**config.mk**
```make
export PLATFORM = sky130hd
export DESIGN_NAME = scr1_axi_mem_slave_highspeed
export DESIGN_NICKNAME = d
export VERILOG_FILES = /design/src/rtl/scr1_axi_mem_slave_highspeed.sv
export SDC_FILE = /design/constraint.sdc
export NUM_CORES = 1
export LEC_CHECK = 0
export BUFFER_PORTS_ARGS = -buffer_cell sky130_fd_sc_hd__buf_2
export CORE_AREA = 2 2 264 266
export CTS_CLUSTER_SIZE = 40
export DETAILED_ROUTE_END_ITERATION = 12
export DIE_AREA = 0 0 266 268
export PLACE_DENSITY = 0.32
export SYNTH_ARGS = -nofsm -noshare
export SYNTH_HDL_FRONTEND = slang
export SYNTH_SLANG_ARGS = --single-unit
```
**constraint.sdc**
```tcl
create_clock -name clk -period 5.65 [get_ports clk]
set_clock_uncertainty 0.15 [all_clocks]
set_input_delay 0.2825 -clock clk [delete_from_list [all_inputs] [get_ports clk]]
set_output_delay 0.2825 -clock clk [all_outputs]
set_load 0.1 [all_outputs]
```
**src/rtl/scr1_axi_mem_slave_highspeed.sv**
```systemverilog
// AXI4 burst slave in front of a single-port synchronous SRAM.
// One burst in flight; reads stream at one beat per cycle when the master does not stall.
module scr1_axi_mem_slave_highspeed #(
  parameter int SCR1_AXI_IDWIDTH = 4,
  parameter int SCR1_ADDR_WIDTH  = 32,
  parameter int SCR1_DATA_WIDTH  = 128,
  parameter int SCR1_MEM_BYTES   = 4096,
  localparam int NB = SCR1_DATA_WIDTH / 8,
  localparam int MW = $clog2(SCR1_MEM_BYTES / NB)
) (
  input  logic                        clk,
  input  logic                        rst,
  // write address
  input  logic [SCR1_AXI_IDWIDTH-1:0] awid,
  input  logic [SCR1_ADDR_WIDTH-1:0]  awaddr,
  input  logic [7:0]                  awlen,
  input  logic [2:0]                  awsize,
  input  logic [1:0]                  awburst,
  input  logic                        awvalid,
  output logic                        awready,
  // write data
  input  logic [SCR1_DATA_WIDTH-1:0]  wdata,
  input  logic [NB-1:0]               wstrb,
  input  logic                        wlast,
  input  logic                        wvalid,
  output logic                        wready,
  // write response
  output logic [SCR1_AXI_IDWIDTH-1:0] bid,
  output logic [1:0]                  bresp,
  output logic                        bvalid,
  input  logic                        bready,
  // read address
  input  logic [SCR1_AXI_IDWIDTH-1:0] arid,
  input  logic [SCR1_ADDR_WIDTH-1:0]  araddr,
  input  logic [7:0]                  arlen,
  input  logic [2:0]                  arsize,
  input  logic [1:0]                  arburst,
  input  logic                        arvalid,
  output logic                        arready,
  // read data
  output logic [SCR1_AXI_IDWIDTH-1:0] rid,
  output logic [SCR1_DATA_WIDTH-1:0]  rdata,
  output logic [1:0]                  rresp,
  output logic                        rlast,
  output logic                        rvalid,
  input  logic                        rready,
  // SRAM
  output logic                        mem_req,
  output logic                        mem_we,
  output logic [MW-1:0]               mem_addr,
  output logic [SCR1_DATA_WIDTH-1:0]  mem_wdata,
  output logic [NB-1:0]               mem_wstrb,
  input  logic [SCR1_DATA_WIDTH-1:0]  mem_rdata,
  output logic                        slv_idle
);

  localparam logic [1:0] IDLE = 2'd0;
  localparam logic [1:0] RD   = 2'd1;
  localparam logic [1:0] WR   = 2'd2;
  localparam logic [1:0] WB   = 2'd3;

  localparam int LNB = $clog2(NB);
  localparam int EW  = SCR1_ADDR_WIDTH + 9;
  localparam logic [2:0]    MAX_SIZE = 3'(LNB);
  localparam logic [EW-1:0] MEM_LIM  = EW'(SCR1_MEM_BYTES);

  logic [1:0]                  state;
  logic                        prio;      // 0: read wins contention, 1: write wins
  logic [SCR1_AXI_IDWIDTH-1:0] id_q;
  logic [SCR1_ADDR_WIDTH-1:0]  addr_q;
  logic [2:0]                  size_q;
  logic [1:0]                  burst_q;
  logic [7:0]                  len_q;
  logic                        err_q;
  logic                        rd_start;
  logic                        rvalid_q;
  logic [7:0]                  rcnt;

  logic                        idle, gnt_r, gnt_w, wr_beat, rd_issue, rlast_int, rd_hs;
  logic [SCR1_AXI_IDWIDTH-1:0] ax_id;
  logic [SCR1_ADDR_WIDTH-1:0]  ax_addr, step, addr_nxt;
  logic [7:0]                  ax_len;
  logic [2:0]                  ax_size;
  logic [1:0]                  ax_burst;
  logic [EW-1:0]               ax_bytes, ax_end;
  logic                        ax_err;

  assign idle  = (state == IDLE);
  assign gnt_r = idle & ~rst & arvalid & (~awvalid | ~prio);
  assign gnt_w = idle & ~rst & awvalid & (~arvalid | prio);

  assign ax_id    = gnt_r ? arid    : awid;
  assign ax_addr  = gnt_r ? araddr  : awaddr;
  assign ax_len   = gnt_r ? arlen   : awlen;
  assign ax_size  = gnt_r ? arsize  : awsize;
  assign ax_burst = gnt_r ? arburst : awburst;

  // End-of-burst bound is computed wide enough that it cannot wrap.
  assign ax_bytes = EW'({1'b0, ax_len} + 9'd1) << ax_size;
  assign ax_end   = EW'(ax_addr) + ax_bytes;
  assign ax_err   = ax_burst[1] | (ax_size > MAX_SIZE) | (ax_end > MEM_LIM);

  assign step     = {{(SCR1_ADDR_WIDTH-1){1'b0}}, 1'b1} << size_q;
  assign addr_nxt = (burst_q == 2'b00) ? addr_q : ((addr_q & ~(step - 1'b1)) + step);

  assign wr_beat   = (state == WR) & wvalid;
  assign rlast_int = (rcnt == len_q);
  assign rd_hs     = rvalid_q & rready;
  // Next read goes out as the current beat is taken, so the SRAM output stays valid while stalled.
  assign rd_issue  = (state == RD) & (rd_start | (rd_hs & ~rlast_int));

  assign arready   = gnt_r;
  assign awready   = gnt_w;
  assign wready    = (state == WR);

  assign mem_req   = ~err_q & (wr_beat | rd_issue);
  assign mem_we    = ~err_q & wr_beat;
  assign mem_addr  = addr_q[LNB +: MW];
  assign mem_wdata = wdata;
  assign mem_wstrb = wr_beat ? wstrb : '0;

  assign bvalid    = (state == WB);
  assign bid       = id_q;
  assign bresp     = (bvalid & err_q) ? 2'b10 : 2'b00;

  assign rvalid    = rvalid_q;
  assign rid       = id_q;
  assign rdata     = (rvalid_q & ~err_q) ? mem_rdata : '0;
  assign rresp     = (rvalid_q & err_q) ? 2'b10 : 2'b00;
  assign rlast     = rvalid_q & rlast_int;

  assign slv_idle  = idle;

  always_ff @(posedge clk or posedge rst) begin
    if (rst) begin
      state    <= IDLE;
      prio     <= 1'b0;
      id_q     <= '0;
      addr_q   <= '0;
      size_q   <= '0;
      burst_q  <= '0;
      len_q    <= '0;
      err_q    <= 1'b0;
      rd_start <= 1'b0;
      rvalid_q <= 1'b0;
      rcnt     <= '0;
    end else begin
      rd_start <= 1'b0;
      case (state)
        IDLE: begin
          if (gnt_r | gnt_w) begin
            state    <= gnt_r ? RD : WR;
            id_q     <= ax_id;
            addr_q   <= ax_addr;
            size_q   <= ax_size;
            burst_q  <= ax_burst;
            len_q    <= ax_len;
            err_q    <= ax_err;
            rd_start <= gnt_r;
            rcnt     <= '0;
            if (arvalid & awvalid) prio <= gnt_r;
          end
        end
        WR: begin
          if (wr_beat) begin
            addr_q <= addr_nxt;
            if (wlast) state <= WB;
          end
        end
        WB: begin
          if (bready) state <= IDLE;
        end
        RD: begin
          if (rd_issue) begin
            rvalid_q <= 1'b1;
            addr_q   <= addr_nxt;
          end else if (rd_hs) begin
            rvalid_q <= 1'b0;
          end
          if (rd_hs) begin
            rcnt <= rcnt + 8'd1;
            if (rlast_int) state <= IDLE;
          end
        end
        default: state <= IDLE;
      endcase
    end
  end

endmodule

```
; Word-level counts from Yosys, hierarchy flattened
; Index checks and enable logic that the tools add are counted.
[totals]
elab_cells = 102
reg_bits = 63
output_inout_bits = 301
[classes]
n_reduce_logical = 11
addsub = 5
mux = 29
order_cmp = 2
n_bitwise = 31
n_shift = 2
n_eq_ne = 11
[op_table]
columns = operator, n
row1 = 32-bit two-way mux, 5
row2 = 128-bit two-way mux, 1
row3 = 32-bit one-hot mux with 3 select lines, 1
row4 = 32-bit by 41-bit adder with 41-bit output, 1
row5 = 41-bit by 13-bit greater-than comparator with 1-bit output (second input constant), 1
row6 = 9-bit by 3-bit << shifter with 41-bit output, 1
row7 = 32-bit adder, 1
row8 = 32-bit AND, 1
row9 = 32-bit inverter, 1
row10 = 1-bit by 3-bit << shifter with 32-bit output (first input constant), 1
row11 = 32-bit by 1-bit subtractor with 32-bit output (second input constant), 1
row12 = 8-bit two-way mux, 3
row13 = 2-bit two-way mux, 10
row14 = 1-bit AND, 16
row15 = 16-bit two-way mux, 1
row16 = 8-bit one-hot mux with 2 select lines, 1
row17 = 8-bit by 1-bit adder with 9-bit output (second input constant), 1
row18 = 8-bit by 1-bit adder with 8-bit output (second input constant), 1
row19 = 8-bit == test, 1
row20 = 2-bit inequality test (second input constant), 4
row21 = 2-bit one-hot mux with 4 select lines, 1
row22 = 1-bit bitwise OR, 7
row23 = 2-bit by 1-bit inequality test with 1-bit output (second input constant), 3
row24 = 1-bit inverter, 6
row25 = 13 further kinds, 21

; Depth between registers and ports, before layout
; Gate-level depths: netlist of the first run.
[logic_depth]
word_depth = 10
ltp_mapped = 31
depth_no_buf = 24

; Worst setup path after synthesis of the first run
; OpenSTA, ideal clock, no wires.
[synth_timing]
path_kind = reg2reg
from = register state[0]
to = register err_q
stages_incl_launch_ff = 31
required_ps = 5370
n_path_buf = 7
slack_ps = -1975
arrival_ps = 7344
synth_period_minus_slack_ps = 7625
path_cell_list = dfrtp_1 > inv_1 > ha_1 > and3b_1 > clkbuf_1 > nand2_1 > buf_4 > clkinv_2 > buf_4 > buf_2 > buf_1 > nand2_1 > nand2_1 > ha_1 > clkbuf_1 > nand2_1 > or4_1 > nor2_1 > a21oi_1 > mux2i_1 > ha_1 > clkbuf_1 > a21oi_1 > o21ai_0 > nand2_1 > o2111ai_1 > a2111o_1 > a2111o_1 > a211o_1 > a2111oi_2 > a21oi_1
[synth_between]
elab_chain_len = 10
word_cells_on_any_way = 19
cone_classes = add/sub (2) / order compare (2) / shift (1) / mux (4) / bitwise (8) / reduce/logical (2)
[synth_rtl]
columns = element, line
row1 = "start, declared", 67  ; logic [1:0] state;
row2 = "start signal, assigned", 152  ; state <= gnt_r ? RD : WR;
row3 = 2-bit zero test, 88  ; assign idle = (state == IDLE);
row4 = net slv_idle, 54  ; output logic slv_idle
row5 = 1-bit AND (3 in series), 89  ; assign gnt_r = idle & ~rst & arvalid & (~awvalid | ~prio);
row6 = net arready, 39  ; output logic arready,
row7 = 8-bit two-way mux, 94  ; assign ax_len = gnt_r ? arlen : awlen;
row8 = net ax_len[1], 82  ; logic [7:0] ax_len;
row9 = 8-bit by 1-bit adder with 9-bit output, 99  ; assign ax_bytes = EW'({1'b0, ax_len} + 9'd1) << ax_size;
row10 = 9-bit by 3-bit << shifter with 41-bit output, 99
row11 = 32-bit by 41-bit adder with 41-bit output, 100  ; assign ax_end = EW'(ax_addr) + ax_bytes;
row12 = 41-bit by 13-bit greater-than comparator with 1-bit output, 101  ; assign ax_err = ax_burst[1] | (ax_size > MAX_SIZE) | (ax_end > MEM_LIM);
row13 = 1-bit bitwise OR, 101
row14 = "end signal, assigned", 158  ; err_q <= ax_err;
row15 = "end, declared", 74  ; logic err_q;
; The timed path passes the listed nets, and every way through them passes these cells.
; A chain may end at the register's enable or synchronous reset.

; Worst setup path after layout of the first run
[layout_timing]
from = register state[1]
to = register err_q
[layout_between]
elab_chain_len = 10
word_cells_on_any_way = 19
cone_classes = add/sub (2) / order compare (2) / shift (1) / mux (4) / bitwise (8) / reduce/logical (2)
[layout_rtl]
columns = element, line
row1 = 2-bit zero test (*), "88, 149"
row2 = 1-bit AND, "89, 90"
row3 = 1-bit AND (2 in series), 89
row4 = 8-bit two-way mux, 94
row5 = 8-bit by 1-bit adder with 9-bit output, 99
row6 = 9-bit by 3-bit << shifter with 41-bit output, 99
row7 = 32-bit by 41-bit adder with 41-bit output, 100
row8 = 41-bit by 13-bit greater-than comparator with 1-bit output, 101
row9 = 1-bit bitwise OR, 101
; Mark *: on every way between the ends. The rest lies on a longest branch, timed or not.

==> results of run 1 <==
[cell usage in the layout, fill, tap and decap left out, drive strengths merged, types with 5 or more instances in the layout]
master | synthesis | final
nor2 | 79 | 79
a211oi | 6 | 6
o31ai | 5 | 5
clkbuf | 44 | 5
mux2 | 8 | 8
xnor2 | 11 | 11
dfrtp | 43 | 43
inv | 24 | 23
xor2 | 29 | 29
mux2i | 29 | 29
o21ai | 50 | 50
nand2 | 147 | 147
a21o | 6 | 6
a21oi | 52 | 52
buf | 148 | 457
a31oi | 14 | 14
and2 | 136 | 136
nand3 | 30 | 30
ha | 25 | 25
o22ai | 17 | 17
nand4 | 19 | 19
and3 | 27 | 27
o211ai | 8 | 8
nor3 | 18 | 18
o2111ai | 6 | 6
nor4 | 5 | 5
[worst min path at each step]
stage	startpoint	to	slack, ns
after detailed placement	rst	bid[3]	0.07
final	awid[1]	bid[1]	0.07
after global routing	awid[2]	bid[2]	0.08
after CTS	awid[1]	bid[1]	0.06
after floorplan	awid[0]	bid[0]	0.28
after global placement	rst	bid[3]	0.07
[sequential cells by signal, summed over array words and instances (netlist names)]
signal,flops
addr_q,12
len_q,8
rcnt,8
bid,4
size_q,3
burst_q,2
state,2
err_q,1
prio,1
rd_start,1
rvalid,1
[area by class of cell]
type                    count  area [um2]
multi-input cells         796        4910
clock inverters             3        67.6
diodes                      4        10.0
repair buffers            458        2410
fillers                  7946       58400
clock buffers               5         125
well taps                 882        1100
flip-flops and latches     43        1080
inverters                  26         103
[stage by stage]
step                TNS (ns)  utilization [%]
finish                     0             14.4
global placement           0             13.9
global route         -0.0403             14.4
CTS                        0             14.2
detailed placement         0             13.9
floorplan                  0                -
[per-layer routing]
| metal | track usage, % | vias up |
|---|---|---|
| met5 | 0.811 | - |
| met4 | 7.79 | 2 |
| met3 | 3.21 | 58 |
| met2 | 29.0 | 449 |
| met1 | 14.0 | 4124 |
| li1 | - | 4051 |
[worst max-delay path, cell delays in order, from the launching register on]
cell and delay, ns:
dfrtp_1 0.41, inv_2 0.08, ha_4 0.19, and3b_1 0.19
nand2_2 0.15, buf_4 0.21, mux2i_1 0.24, buf_6 0.17
nand2_1 0.07, a21boi_0 0.14, a221oi_1 0.21, a21oi_1 0.13
o21ai_2 0.17, o22ai_1 0.11, ha_1 0.36, inv_1 0.07
a221o_1 0.34, nor3_2 0.19, o2111ai_1 0.12, a2111o_1 0.37
a2111o_1 0.42, a211o_1 0.32, a2111oi_2 0.32, a21oi_1 0.11
[cells by family (layout without fill, tap and decap cells)]
logic type	Yosys count	count (layout)
compound gates	203	203
mux	37	37
simple gates	488	488
other cells	1	6
fa+ha+maj	26	26
xor+xnor	40	40
buf+inv	218	492
flops	43	43
[what timing repair did]
item	CTS	global route
setup endpoints to repair	0	1
hold buffers	1	0
gates resized for setup	0	8
endpoints found under the hold margin	4	0
setup buffers	0	11
[report_power, final]
part	internal, uW	switching, uW	total (uW)
clock	254	151	405
combinational	754	1870	2620
sequential	433	178	611
total	1440	2200	3640
==> metrics, run 1 <==
post-detailed-route count of antenna-violating nets 0; Critical Path AT around 5.4 ns; transition time at the pin with the least slew margin ~1.1 ns; die height 268 um; Post-Place Cell Area 9480 um2; Relative slew margins a little over a quarter; initial standard-cell utilization of the core between 10% and 20%; total routed wirelength between 50000 and 60000 um; proportion of netlist area held by the largest area contributor between 10% and 20%; leakage roughly 0.0049 uW; most used standard cell by instance count after synthesis nand2_1; Detail Route met3 WL 3490 um; share of final-layout standard cells stronger than drive strength 1 37.0%; reported max-cap violation count 0; die area 71300 um2; instance count of the mapped netlist about 1100; clk sinks 43; WL per Instance roughly 25 um; Setup Viol. Count Final 0; Residual DRC 0; weighted congestion at the end of routability-driven global placement about 0.83; part of the Yosys area used for sequential elements 14.8%; total congestion overflow after global routing 0; power density over the cells 371 nW/um2; depth of the worst register-to-register path 23; xor/xnor share of the synthesized area 4.81%; met2 WL 30200 um; capture point of the worst reg-to-reg path err_q; number of antenna violations at the first check in global routing 4; CTS clock-pin slew for the worst setup and hold paths roughly 0.070 ns; average instance area after synthesis just under 7 um2; fin worst setup slack roughly 0.26 ns; minimum setup slack among reg-to-reg paths 0.26 ns; register bit total from synthesis 43; top metal layer carrying routed signals met5; number of hold violations in the final report 0; Synth area leader buf_4; clk buf depth 2; Clock Latency Late Sink between 0.3 and 0.4 ns; summed instance area of the synthesized netlist about 7300 um2; final period utilization 95.3%; prevailing post-synth register cell dfrtp_1; global-route wire length before repair slightly above 70000 um; total power consumption of the routed design around 3600 uW; Crit path required time approximately 5.7 ns; Worst Path Class, Setup flip-flop to flip-flop; largest family of logic cells by synthesized area simple AND/OR/NAND/NOR gates; FMAX 186 MHz; routed vias about 8700; H-tree Lvls 2; number of cells after detailed placement 2193; Root Driver clkbuf_16; multiplexer area fraction after synthesis under 10%; TritonCTS buffer count 5; Async SR Flop Fraction 100%; worst hold margin 0.0694 ns; Crit Reg-Reg Startpoint state[1]; horizontal die dimension ~270 um; wire length on met1 18400 um; maximum number of pins on one net before global-route repair slightly below 70; Yosys warnings 0; Initial DRT Pass Iterations 7; fin. max-slew vios 0; largest fanout of any net on the critical path 10; number of top-level pins approximately 680; setup slack after placement around 0.13 ns; number of distinct library cells after synthesis 73; kind of end point of the critical path flip-flop; capturing element of the worst setup path err_q; site row count between 90 and 100; worst supply voltage drop on vdd 0.154 mV; Post-DP HPWL 48700 um; worst hold path depth 3; Min Clock Period, post-route between 5 and 6 ns; TritonCTS clock tree yes; run status complete, no violations; number of global-route vias before repair ~8600; post-synthesis compound-gate area fraction 18.0%; top cells by count, synth 147 x nand2_1, 144 x buf_4, 136 x and2_1; Worst setup startpoint state[1]; synthesized-area fraction occupied by adder cells under 10%; area overhead of the layout relative to synthesis 34.5%; detailed-route vias per instance between 3 and 4; number of enable-type register cells in the synthesized netlist 0; cell area after layout roughly 9800 um2; Placeable Area 68200 um2; initial detailed-routing violation count about 530; count of input and output buffers 420; kind of launch point of the worst setup path flip-flop; main area contributors after synthesis buf_4 15%, dfrtp_1 15%, and2_1 12%; post-synthesis share of cell area spent on and, or, nand and nor gates approximately a third; post-route insts no fill 2217; path class of the lowest-slack min-delay path input port to flip-flop; net count of the finished layout 1734; overall routing resource usage between 10% and 20%
(Power assumes the default switching activity.)
==> run 2: changes to the inputs <==
--- a/config.mk
+++ b/config.mk
@@ -10,7 +10,7 @@
 export CTS_CLUSTER_SIZE = 40
 export DETAILED_ROUTE_END_ITERATION = 12
 export DIE_AREA = 0 0 266 268
-export PLACE_DENSITY = 0.32
+export SLEW_MARGIN = 10
 export SYNTH_ARGS = -nofsm -noshare
 export SYNTH_HDL_FRONTEND = slang
 export SYNTH_SLANG_ARGS = --single-unit
==> metrics, run 2 (synthesis results as in run 1) <==
number of cells after detailed placement 2187 (-0.27%); TritonCTS clock tree yes; die height 268 um (unchanged); Root Driver clkbuf_16; area overhead of the layout relative to synthesis 33.0%; top library cells by usage in the layout, fill and taps aside 420 x buf_2, 146 x nand2_1, 136 x and2_1, 77 x nor2_1, 49 x a21oi_1; worst supply voltage drop on vdd 0.246 mV (+60%); kind of launch point of the worst setup path flip-flop; Initial DRT Pass Iterations 7 (unchanged); post-route insts no fill 2209 (-0.36%); total congestion overflow after global routing 0 (unchanged); total routed wirelength 49600 um (-9.4%); Crit Reg-Reg Startpoint state[1]; clk sinks 43 (unchanged); CTS clock-pin slew for the worst setup and hold paths 0.07 ns (about the same); share of final-layout standard cells stronger than drive strength 1 36.6% (-0.45 points); Setup Viol. Count Final 0 (unchanged); initial standard-cell utilization of the core 10.7% (unchanged); final period utilization 94.9% (-0.42 points); transition time at the pin with the least slew margin 1.02 ns (-0.0616 ns); net count of the finished layout 1723 (-0.63%); number of antenna violations at the first check in global routing 33 (+29); global-route wire length before repair 64300 um (-10%); routed vias 8778 (+1.1%); path class of the lowest-slack min-delay path input port to asynchronous set/reset pin; reported max-cap violation count 0 (unchanged); maximum number of pins on one net before global-route repair 69 (unchanged); initial detailed-routing violation count 615 (+17%); count of input and output buffers 420 (unchanged); kind of end point of the critical path flip-flop; leakage 0.00486 uW (-1.2%); Clock Latency Late Sink 0.30 ns (about the same); Worst Path Class, Setup flip-flop to flip-flop; setup slack after placement 0.161 ns (+0.0264 ns); detailed-route vias per instance 3.97 (+1.4%); number of flip-flops in the largest register 12 (unchanged); WL per Instance 22.4 um (-9.1%); post-detailed-route count of antenna-violating nets 0 (unchanged); Critical Path AT 5.39 ns (-0.03 ns); number of top-level pins 679 (unchanged); largest register by flop count addr_q; FMAX 187 MHz (+0.44%); site row count 96 (unchanged); power density over the cells 353 nW/um2 (-4.9%); TritonCTS buffer count 5 (unchanged); clk buf depth 2 (unchanged); number of hold violations in the final report 0 (unchanged); Min Clock Period, post-route 5.36 ns (-0.0235 ns); H-tree Lvls 2 (unchanged); run status complete, no violations; fin worst setup slack 0.288 ns (+0.0235 ns); Crit path required time 5.67 ns (about the same); Worst setup startpoint state[1]; largest fanout of any net on the critical path 14 (+4); cells along the critical path inv_2 -> ha_4 -> and3b_1 -> nand2_4 -> buf_6 -> nand2_1 -> nand2_1 -> ha_2 -> nor2_2 -> a211oi_1 -> nor2_1 -> o21ai_1 -> mux2i_1 -> o22ai_1 -> ha_1 -> inv_2 -> a221o_1 -> nor3_2 -> o2111ai_1 -> a2111o_1 -> a2111o_1 -> a211o_1 -> a2111oi_2 -> a21oi_1; fin. max-slew vios 0 (unchanged); stage delay of the slowest cell on the critical path 0.42 ns (about the same); largest registers ranked by flip-flop count addr_q (12), len_q (8), rcnt (8); die area 71300 um2 (unchanged); number of global-route vias before repair 8099 (-5.6%); most frequent standard cell in the layout excluding fill and tap cells buf_2; highest-delay cell along the critical path dfrtp_1; weighted congestion at the end of routability-driven global placement 0.893 (+7.8%); overall routing resource usage 13.0% (-1.7 points); Residual DRC 0 (unchanged); Relative slew margins 31.7% (+4.3 points); Post-DP HPWL 43800 um (-10%); horizontal die dimension 266 um (unchanged); Placeable Area 68200 um2 (unchanged)
-- run 2: area by class of cell --
type	count	area (um2)
Fill cell	7976	58500
Clock inverter	2	12.5
Inverter	26	105
Tap cell	882	1100
Antenna cell	7	17.5
Timing Repair Buffer	447	2330
Clock buffer	6	129
Multi-Input combinational cell	796	4910
Sequential cell	43	1080
-- run 2: path summary, 6_finish.rpt --
check	endpoint	slack, ns	cells after the start
worst min-delay path	prio	0.02	3
max in group asynchronous	addr_q[4]	4.89	3
min in group clk	bid[0]	0.08	3
worst max-delay path	err_q	0.29	24
worst max register to register	err_q	0.29	24
worst min register to register	burst_q[1]	0.36	2
-- run 2: where the power goes --
| group | switching, uW | internal (uW) |
|---|---|---|
| clock network | 140 | 164 |
| registers | 172 | 434 |
| logic | 1780 | 731 |
| total | 2090 | 1330 |
-- run 2: through the flow --
step / total power, uW / hold slack [ns] / setup TNS [ns] / instance area, um2 / utilization (%)
5_1_grt: 3660 / 0.0862 / -0.00834 / 9680 / 14.2
6_report: 3420 / 0.0197 / 0 / 9690 / 14.2
3_5_place_dp: 3090 / 0.347 / 0 / 9430 / 13.8
4_1_cts: 3410 / 0.0412 / 0 / 9570 / 14.0
3_3_place_gp: 3080 / 0.339 / 0 / 9430 / 13.8
2_1_floorplan: 2940 / 0.280 / 0 / 7380 / -
-- run 2: repair_timing --
action / in CTS / in global routing
endpoints found under the setup margin: 0 / 1
resized for setup: 0 / 11
hold buffers: 0 / 0
hold endpoints to repair: 0 / 0
buffers inserted: 0 / 7
-- run 2: layer usage --
layer	track usage, %	part of all wire (%)	wire, um	vias up
li1	-	-	-	4050
met1	13.8	36	17900	4034
met2	24.3	51	25100	562
met3	3.55	8.8	4370	122
met4	5.41	4.3	2140	10
met5	0	0.13	63	-
-- run 2: worst max-delay path, delay by kind of cell, from the launching register on --
kind                       cells  cell delay, ns
AOI/OAI and AO/OA             10            2.31
buffers and inverters          3            0.36
adders and majority gates      3            0.81
muxes                          1            0.22
and+or+nand+nor                7            0.94
DFF                            1            0.42
